`src/rtl/seq_det_pkg.sv`:
```
// Shared definitions for the parametrised serial pattern detector.
//   state_e : FSM encoding (ST_IDLE = unconfigured / len 0, ST_HUNT = detecting)
//   len_w   : width needed to hold a length in 0..pat_w
package seq_det_pkg;

   typedef enum logic {
      ST_IDLE = 1'b0,
      ST_HUNT = 1'b1
   } state_e;

   function automatic int len_w(input int pat_w);
      return $clog2(pat_w + 1);
   endfunction

endpackage

```
`src/rtl/sat_counter.sv`:
```
// Saturating up-counter with synchronous clear.
//   clk, rst_n : clock / synchronous active-low reset
//   clr_i      : clear; together with inc_i the result is 1 (the clearing event counts)
//   inc_i      : increment, holds at all-ones
//   cnt_o      : current count
module sat_counter #(
   parameter int CNT_W = 8
) (
   input  logic             clk,
   input  logic             rst_n,
   input  logic             clr_i,
   input  logic             inc_i,
   output logic [CNT_W-1:0] cnt_o
);

   logic [CNT_W-1:0] cnt_q, cnt_d;

   always_comb begin
      cnt_d = cnt_q;
      if (clr_i)
         cnt_d = inc_i ? CNT_W'(1) : '0;
      else if (inc_i && (cnt_q != {CNT_W{1'b1}}))
         cnt_d = cnt_q + CNT_W'(1);
   end

   always_ff @(posedge clk) begin
      if (!rst_n) cnt_q <= '0;
      else        cnt_q <= cnt_d;
   end

   assign cnt_o = cnt_q;

endmodule

```
`src/rtl/seq_detector_param.sv`:
```
// Run-time programmable serial pattern detector.
//   clk, rst_n   : clock / synchronous active-low reset
//   j, j_valid   : serial data bit and its qualifier
//   cfg_load     : latch cfg_pattern/cfg_len/cfg_overlap/cfg_moore, restart hunting
//   cfg_pattern  : pattern, bit [len-1] arrives first, bit [0] last
//   cfg_len      : pattern length, clamped to PAT_W; 0 disarms
//   cfg_overlap  : 1 = a match may share bits with the next one
//   cfg_moore    : 1 = w registered (cycle after final bit), 0 = w same cycle
//   cnt_clr      : clear match counter
//   w            : match flag
//   match_cnt    : saturating match count
//   armed        : detector configured and hunting
module seq_detector_param
   import seq_det_pkg::*;
#(
   parameter int PAT_W = 8,
   parameter int CNT_W = 8,
   parameter int LEN_W = len_w(PAT_W)
) (
   input  logic             clk,
   input  logic             rst_n,
   input  logic             j,
   input  logic             j_valid,
   input  logic             cfg_load,
   input  logic [PAT_W-1:0] cfg_pattern,
   input  logic [LEN_W-1:0] cfg_len,
   input  logic             cfg_overlap,
   input  logic             cfg_moore,
   input  logic             cnt_clr,
   output logic             w,
   output logic [CNT_W-1:0] match_cnt,
   output logic             armed
);

   localparam logic [LEN_W-1:0] PAT_W_L = LEN_W'(PAT_W);

   state_e           state_q, state_d;
   logic [PAT_W-1:0] hist_q, hist_d;
   logic [LEN_W-1:0] fill_q, fill_d;
   logic [PAT_W-1:0] pat_q, pat_d;
   logic [LEN_W-1:0] len_q, len_d;
   logic             ovl_q, ovl_d;
   logic             moore_q, moore_d;
   logic             w_q, w_d;

   logic [LEN_W-1:0] eff_len;
   logic             accept;
   logic [PAT_W-1:0] hist_nxt;
   logic [LEN_W-1:0] fill_nxt;
   logic [PAT_W-1:0] len_mask;
   logic             hit;

   assign eff_len  = (cfg_len > PAT_W_L) ? PAT_W_L : cfg_len;
   assign accept   = j_valid & ~cfg_load & (state_q == ST_HUNT);
   assign hist_nxt = {hist_q[PAT_W-2:0], j};
   assign fill_nxt = (fill_q == PAT_W_L) ? fill_q : fill_q + LEN_W'(1);

   // Low len_q bits set; len_q == PAT_W shifts everything out -> all ones.
   assign len_mask = ~({PAT_W{1'b1}} << len_q);

   // fill_nxt >= len_q keeps a short history (zeros after load/clear) from
   // matching a pattern that has zeros in its upper bits.
   assign hit = accept
              & (((hist_nxt ^ pat_q) & len_mask) == '0)
              & (fill_nxt >= len_q);

   always_comb begin
      state_d = state_q;
      hist_d  = hist_q;
      fill_d  = fill_q;
      pat_d   = pat_q;
      len_d   = len_q;
      ovl_d   = ovl_q;
      moore_d = moore_q;
      w_d     = hit;

      if (cfg_load) begin
         pat_d   = cfg_pattern;
         len_d   = eff_len;
         ovl_d   = cfg_overlap;
         moore_d = cfg_moore;
         hist_d  = '0;
         fill_d  = '0;
         w_d     = 1'b0;
         state_d = (eff_len == '0) ? ST_IDLE : ST_HUNT;
      end else if (accept) begin
         if (hit && !ovl_q) begin
            // Non-overlapping: next match must be built from fresh bits only.
            hist_d = '0;
            fill_d = '0;
         end else begin
            hist_d = hist_nxt;
            fill_d = fill_nxt;
         end
      end
   end

   always_ff @(posedge clk) begin
      if (!rst_n) begin
         state_q <= ST_IDLE;
         hist_q  <= '0;
         fill_q  <= '0;
         pat_q   <= '0;
         len_q   <= '0;
         ovl_q   <= 1'b0;
         moore_q <= 1'b0;
         w_q     <= 1'b0;
      end else begin
         state_q <= state_d;
         hist_q  <= hist_d;
         fill_q  <= fill_d;
         pat_q   <= pat_d;
         len_q   <= len_d;
         ovl_q   <= ovl_d;
         moore_q <= moore_d;
         w_q     <= w_d;
      end
   end

   sat_counter #(.CNT_W(CNT_W)) u_cnt (
      .clk   (clk),
      .rst_n (rst_n),
      .clr_i (cnt_clr),
      .inc_i (hit),
      .cnt_o (match_cnt)
   );

   assign w     = moore_q ? w_q : hit;
   assign armed = (state_q == ST_HUNT);

endmodule

```
`config.mk`:
```
export PLATFORM = sky130hd
export DESIGN_NAME = seq_detector_param
export DESIGN_NICKNAME = d
export VERILOG_FILES = /design/src/rtl/seq_det_pkg.sv /design/src/rtl/sat_counter.sv /design/src/rtl/seq_detector_param.sv
export SDC_FILE = /design/constraint.sdc
export NUM_CORES = 1
export LEC_CHECK = 0
export BUFFER_PORTS_ARGS = -buffer_cell sky130_fd_sc_hd__buf_2
export CORE_ASPECT_RATIO = 1.25
export CORE_MARGIN = 1
export CORE_UTILIZATION = 55
export CTS_BUF_LIST = sky130_fd_sc_hd__clkbuf_16
export CTS_CLUSTER_DIAMETER = 30
export DETAILED_ROUTE_END_ITERATION = 16
export HOLD_SLACK_MARGIN = 0.08
export PLACE_DENSITY = 0.78
export SLEW_MARGIN = 10
export SYNTH_ARGS = -nofsm -noshare
export SYNTH_HDL_FRONTEND = slang
export SYNTH_SLANG_ARGS = --single-unit
```
`constraint.sdc`:
```
create_clock -name clk -period 3 [get_ports clk]
set_clock_uncertainty 0.05 [all_clocks]
set_input_delay 0.15 -clock clk [delete_from_list [all_inputs] [get_ports clk]]
set_output_delay 0.15 -clock clk [all_outputs]
set_load 0.1 [all_outputs]
```
# Word level (Yosys, flattened, before mapping)
# Index checks and enable logic that the tools add are counted.
# word_totals
regBits	35
input_bits	20
elab_cells	41
output_inout_bits	10
# classes
n_shift	1
n_bitwise	9
add_sub_neg	2
eq_ne	2
n_lt_le_gt_ge	2
n_mux	9
n_reduce_logical	7
# ops
operator	n
8-bit 2-to-1 mux	2
4-bit 2-to-1 mux	3
8-bit by 1-bit adder with 8-bit output, second input constant	1
8-bit bitwise AND	1
8-bit logical NOT	1
8-bit != test, second input constant	1
8-bit inverter	1
8-bit by 4-bit << shifter with 8-bit output, first input constant	1
8-bit bitwise XOR	1
7-bit 2-to-1 mux	1
4-bit by 1-bit adder with 4-bit output, second input constant	1
1-bit bitwise AND	4
4-bit equality test, second input constant	1
4-bit greater-or-equal comparator	1
4-bit greater-than comparator, second input constant	1
4-bit logical NOT	1
1-bit 2-to-1 mux	3
1-bit logical AND	2
1-bit inverter	2
2-bit nonzero test	1
2-bit OR reduction	1
1-bit logical NOT	1

# Logic depth before layout (Yosys ltp)
# logic_depth
ltp_word	9
depth_mapped	12
depth_no_buf	11

# Modules after synthesis
# From an unflattened synthesis, not the netlist that was laid out.
# unflattened
hier_cells	215
area_unflattened_um2	1953.1
# by_module_without_submodules
mod	area_each_um2	instances	cells_each	seq_area_each_um2
seq_detector_param	1526.5	1	166	540.5
sat_counter	426.7	1	49	160.2

# Least setup slack after synthesis
# No wires, ideal clock.
# synth_timing
path_kind	flip-flop to output port
startpoint	register fill_q[0]
endpoint	output port w
required_time_ns	2.800
stages_incl_launch_ff	13
t_arrival_ns	4.165
setup_slack_ns	-1.365
path_buffers	1
path_cell_list	dfxtp_1 inv_1 ha_1 nand2_1 nor2_1 xnor2_1 ha_1 nand2b_1 a2111oi_0 nor4_1 buf_2 nand3_1 o21ai_0
# synth_via
elab_chain_cells	5
word_cells_on_any_way	6
classes_between	1 x add/sub; 1 x order compare; 1 x eq/ne; 2 x mux; 1 x bitwise
# synth_lines
element	line	text
start: declaration	seq_detector_param.sv:39	logic [LEN_W-1:0] fill_q, fill_d;
start signal: assignment	seq_detector_param.sv:111	fill_q <= fill_d;
4-bit by 1-bit adder with 4-bit output or 4-bit equality test (tied branches)	seq_detector_param.sv:56	assign fill_nxt = (fill_q == PAT_W_L) ? fill_q : fill_q + LEN_W'(1);
4-bit 2-to-1 mux (*)	seq_detector_param.sv:56	
4-bit greater-or-equal comparator (*)	seq_detector_param.sv:65	& (fill_nxt >= len_q);
1-bit bitwise AND (*)	seq_detector_param.sv:65	
1-bit 2-to-1 mux (*)	seq_detector_param.sv:128	assign w = moore_q ? w_q : hit;
end: declaration	seq_detector_param.sv:30	output logic w,
# Mark *: on every way between the ends. The rest lies on a longest branch, timed or not.

# Worst setup path in the final report
# layout_timing
startpoint	register fill_q[0]
endpoint	register fill_q[0]
# layout_via
elab_chain_cells	6
word_cells_on_any_way	7
classes_between	1 x add/sub; 1 x order compare; 1 x eq/ne; 2 x mux; 1 x bitwise; 1 x reduce/logical
# layout_lines
element	line	text
4-bit by 1-bit adder with 4-bit output or 4-bit equality test (tied branches)	seq_detector_param.sv:56	
4-bit 2-to-1 mux (*)	seq_detector_param.sv:56	
4-bit greater-or-equal comparator	seq_detector_param.sv:65	
1-bit bitwise AND	seq_detector_param.sv:65	
1-bit logical AND	seq_detector_param.sv:87	if (hit && !ovl_q) begin
4-bit 2-to-1 mux (*)	seq_detector_param.sv:87	
# Marked as above.
# A chain may end at the register's enable or synchronous reset.

==> flow_metrics.env <==
export IMPL_ys_ff_latch=35
export IMPL_slowest_stage="a2111oi_4"
export IMPL_num_rows=22
export IMPL_gp_congestion=0.8494
export IMPL_end_kind="flip-flop"
export IMPL_drive_gt1_share_pct=21.49
export IMPL_worstSetupPathType="flip-flop to flip-flop"
export IMPL_synth_edff_count=0
export IMPL_fp_dieH_um=65.53
export IMPL_slew_headroom_pct=50.16
export IMPL_yosysUniqueCellTypes=44
export IMPL_post_drt_wl_per_cell_um=15.77
export IMPL_crit_buf_inv=2
export IMPL_max_freq_mhz=358.3
export IMPL_grt_max_degree=23
export IMPL_power_frac_seq_pct=40.7
export IMPL_path_common_cell="ha_1"
export IMPL_path_cells="inv_1 > ha_1 > nand2_1 > nor2_1 > xnor2_1 > ha_1 > nand2b_1 > a2111oi_4 > nor4_2 > buf_4 > and3_1 > a211oi_1"
export IMPL_async_flop_share_pct=0
export IMPL_worstPathArrival_ps=2900
export IMPL_grt_pass1_vias=1600
export IMPL_clkPwrFrac_pct=47.6
export IMPL_core_mm2=0.003000
export IMPL_synthTopCellsByCount="dfxtp_1 (35), nor2_1 (12), nor2b_1 (12)"
export IMPL_switchingPower_mw=0.2755
export IMPL_p_sw_share_pct=22.96
export IMPL_status="finished, final reports clean"
export IMPL_ir_drop_uv=535.4
export IMPL_p_int_mw=0.9245
export IMPL_diodes=0
export IMPL_netlist_area_mm2=0.001775
export IMPL_syn_area_per_cell_um2=9.199
export IMPL_cts_tree="built"
export IMPL_finalHoldViolCount=0
export IMPL_clk_pin_slew_ps=50
export IMPL_syn_nets=220
export IMPL_yosysTopAreaCell="dfxtp_1"
export IMPL_io_pins=30
export IMPL_setup_tns_ps=0
export IMPL_drc=0
export IMPL_ys_warn_count=0
export IMPL_crit_fanout=4
export IMPL_routed_wl_mm=4.164
export IMPL_grt_pass1_wl_mm=6.858
export IMPL_die_x_um=52.82
export IMPL_overflow=0
export IMPL_setup_viol=0
export IMPL_wl_met3_um=159
export IMPL_vias=1602
export IMPL_insertion_delay_ps=280
export IMPL_cts_buffers=5
export IMPL_max_slew_worst_pin_slew_ps=744.8
export IMPL_dieArea_mm2=0.003461
export IMPL_regArea_um2=700.7
export IMPL_antenna_left=0
export IMPL_drt_met1_wl_mm=1.649
export IMPL_dp_hpwl_mm=2.923
export IMPL_cts_buffer_depth=2
export IMPL_multi_input_area_mm2=0.001052
export IMPL_maxSlewViolCount=0
export IMPL_cts_hold_buffers=0
export IMPL_synthTopCellsByArea="dfxtp_1 (39%), mux2i_1 (6.2%), xnor2_1 (5.4%), a22o_1 (4.9%), ha_1 (4.9%)"
export IMPL_critical_path_required_ps=3110
export IMPL_synth_seq_area_share_pct=39.46
export IMPL_finalCriticalPeriod_ps=2791
export IMPL_antenna_found_initial=0
export IMPL_yosysMostFrequentCell="dfxtp_1"
export IMPL_met2_length_mm=2.284
export IMPL_cp_top_family="compound AO/OA/AOI/OAI gates"
export IMPL_cts_sinks=35
export IMPL_drt_initial_drc_count=53
export IMPL_synth_ff_type="dfxtp_1"
export IMPL_netlist_area_leader_share_pct=39.46
export IMPL_p_leak_nw=0.9130
export IMPL_grt_usage_pct=27.03
export IMPL_cellPowerDensity_mw_per_mm2=548.1
export IMPL_worst_slack_ps=208.9
export IMPL_final_nets=254
export IMPL_vias_per_cell=6.068
export IMPL_start_kind="flip-flop"
export IMPL_max_stage_delay_ps=410
export IMPL_pre_cts_slack_ps=-113.6
export IMPL_cap_viol_max_count=0
export IMPL_min_delay_path_class="input port to flip-flop"
export IMPL_initial_core_util_pct=59.17
export IMPL_io_buffers=29
export IMPL_postSynthCellCount=193
export IMPL_fill_cells=207
export IMPL_htreeDepth=2
export IMPL_power_frac_comb_pct=11.7
export IMPL_first_pass_iters=4
export IMPL_area_growth_syn_to_layout_pct=23.33
export IMPL_cts_root_buf="clkbuf_16"
export IMPL_maxUsedRoutingLayer="met4"
export IMPL_period_share_pct=93.04
sequential cells by signal (all words and copies together), names as in the netlist:
signal	cells
moore_q	1
len_q	4
armed	1
pat_q	8
ovl_q	1
fill_q	4
u_cnt.cnt_o	8
hist_q	7
w_q	1
kinds of logic after synthesis:
kind of cell | synth area share [%]
adders and majority gates | 4.933
and+or+nand+nor | 20.51
AOI/OAI and AO/OA | 20.01
xor gates and xnor gates | 5.426
muxes | 6.202
buffers and inverters | 3.453
DFF | 39.46
final timing paths:
kind                   from   endpoint  slack (ps)  cells after the start
max reg2reg       fill_q[0]  fill_q[0]         210                     12
min reg2reg           armed      armed         450                      1
max               fill_q[0]  fill_q[0]         210                     12
min          cfg_pattern[5]   pat_q[5]          80                      3
stage by stage:
step	total power, mW	utilization, %	instance area [um^2]	std cells	hold slack, ps
after global routing	1.242	72.98	2190	264	98.10
after global placement	0.6178	66.10	1983	254	354.4
after CTS	1.199	72.31	2170	264	81.74
final	1.200	72.98	2190	264	79.47
after detailed placement	0.6227	66.10	1983	254	361.1
after floorplan	0.5853	-	1787	193	232.9
final cells by class:
class | instances | share of cell area, %
Clock buffer | 5 | 5.714
Clock inverter | 3 | 1.771
Inverter | 10 | 1.714
Multi-Input combinational cell | 142 | 48.06
Sequential cell | 35 | 32.00
Tap cell | 36 | 2.057
Timing Repair Buffer | 33 | 8.686
metal layers:
layer | up-vias | global-route usage (%)
met5 | - | 0
met4 | 0 | 10.53
met3 | 8 | 7.176
met1 | 767 | 26.93
li1 | 779 | -
met2 | 48 | 50.95
worst register-to-register path: stages, from the launching register on:
cell and delay (ps):
dfxtp_1 350, inv_1 90, ha_1 200, nand2_1 100, nor2_1 60, xnor2_1 170
ha_1 250, nand2b_1 180, a2111oi_4 410, nor4_2 90, buf_4 170, and3_1 200
a211oi_1 360
power groups by stage:
stage	Sequential, mW	Clock [mW]	Combinational, mW
finish	0.489	0.571	0.141
global route	0.490	0.600	0.152
CTS	0.489	0.575	0.136
detailed placement	0.498	0	0.124
global placement	0.498	0	0.120
floorplan	0.506	0	0.0797
cell usage in the layout, fill, tap and decap left out, types with 2 or more instances in the layout:
cell type	count
a211oi_1	2
nor2b_1	12
inv_1	10
ha_1	6
nand4_1	4
and2_1	3
a41o_1	2
nand3b_1	2
nand2b_1	3
dfxtp_1	35
mux2i_1	11
nor4_1	2
nand2_1	10
nor3_1	3
buf_4	4
a21oi_1	4
xnor2_1	11
or4_1	2
nand3_1	6
buf_2	28
o22ai_1	5
clkbuf_16	5
o211a_1	2
o31ai_1	2
a31oi_1	2
nor2_1	12
o21ai_0	7
a22o_1	10
timing repair:
item / 4_1_cts / 5_1_grt
resized for setup: 2 / 3
pin swaps: 1 / 2
hold endpoints to repair: 0 / 0
setup buffers: 2 / 0
setup endpoints to repair: 8 / 16
(Power assumes the default switching activity.)
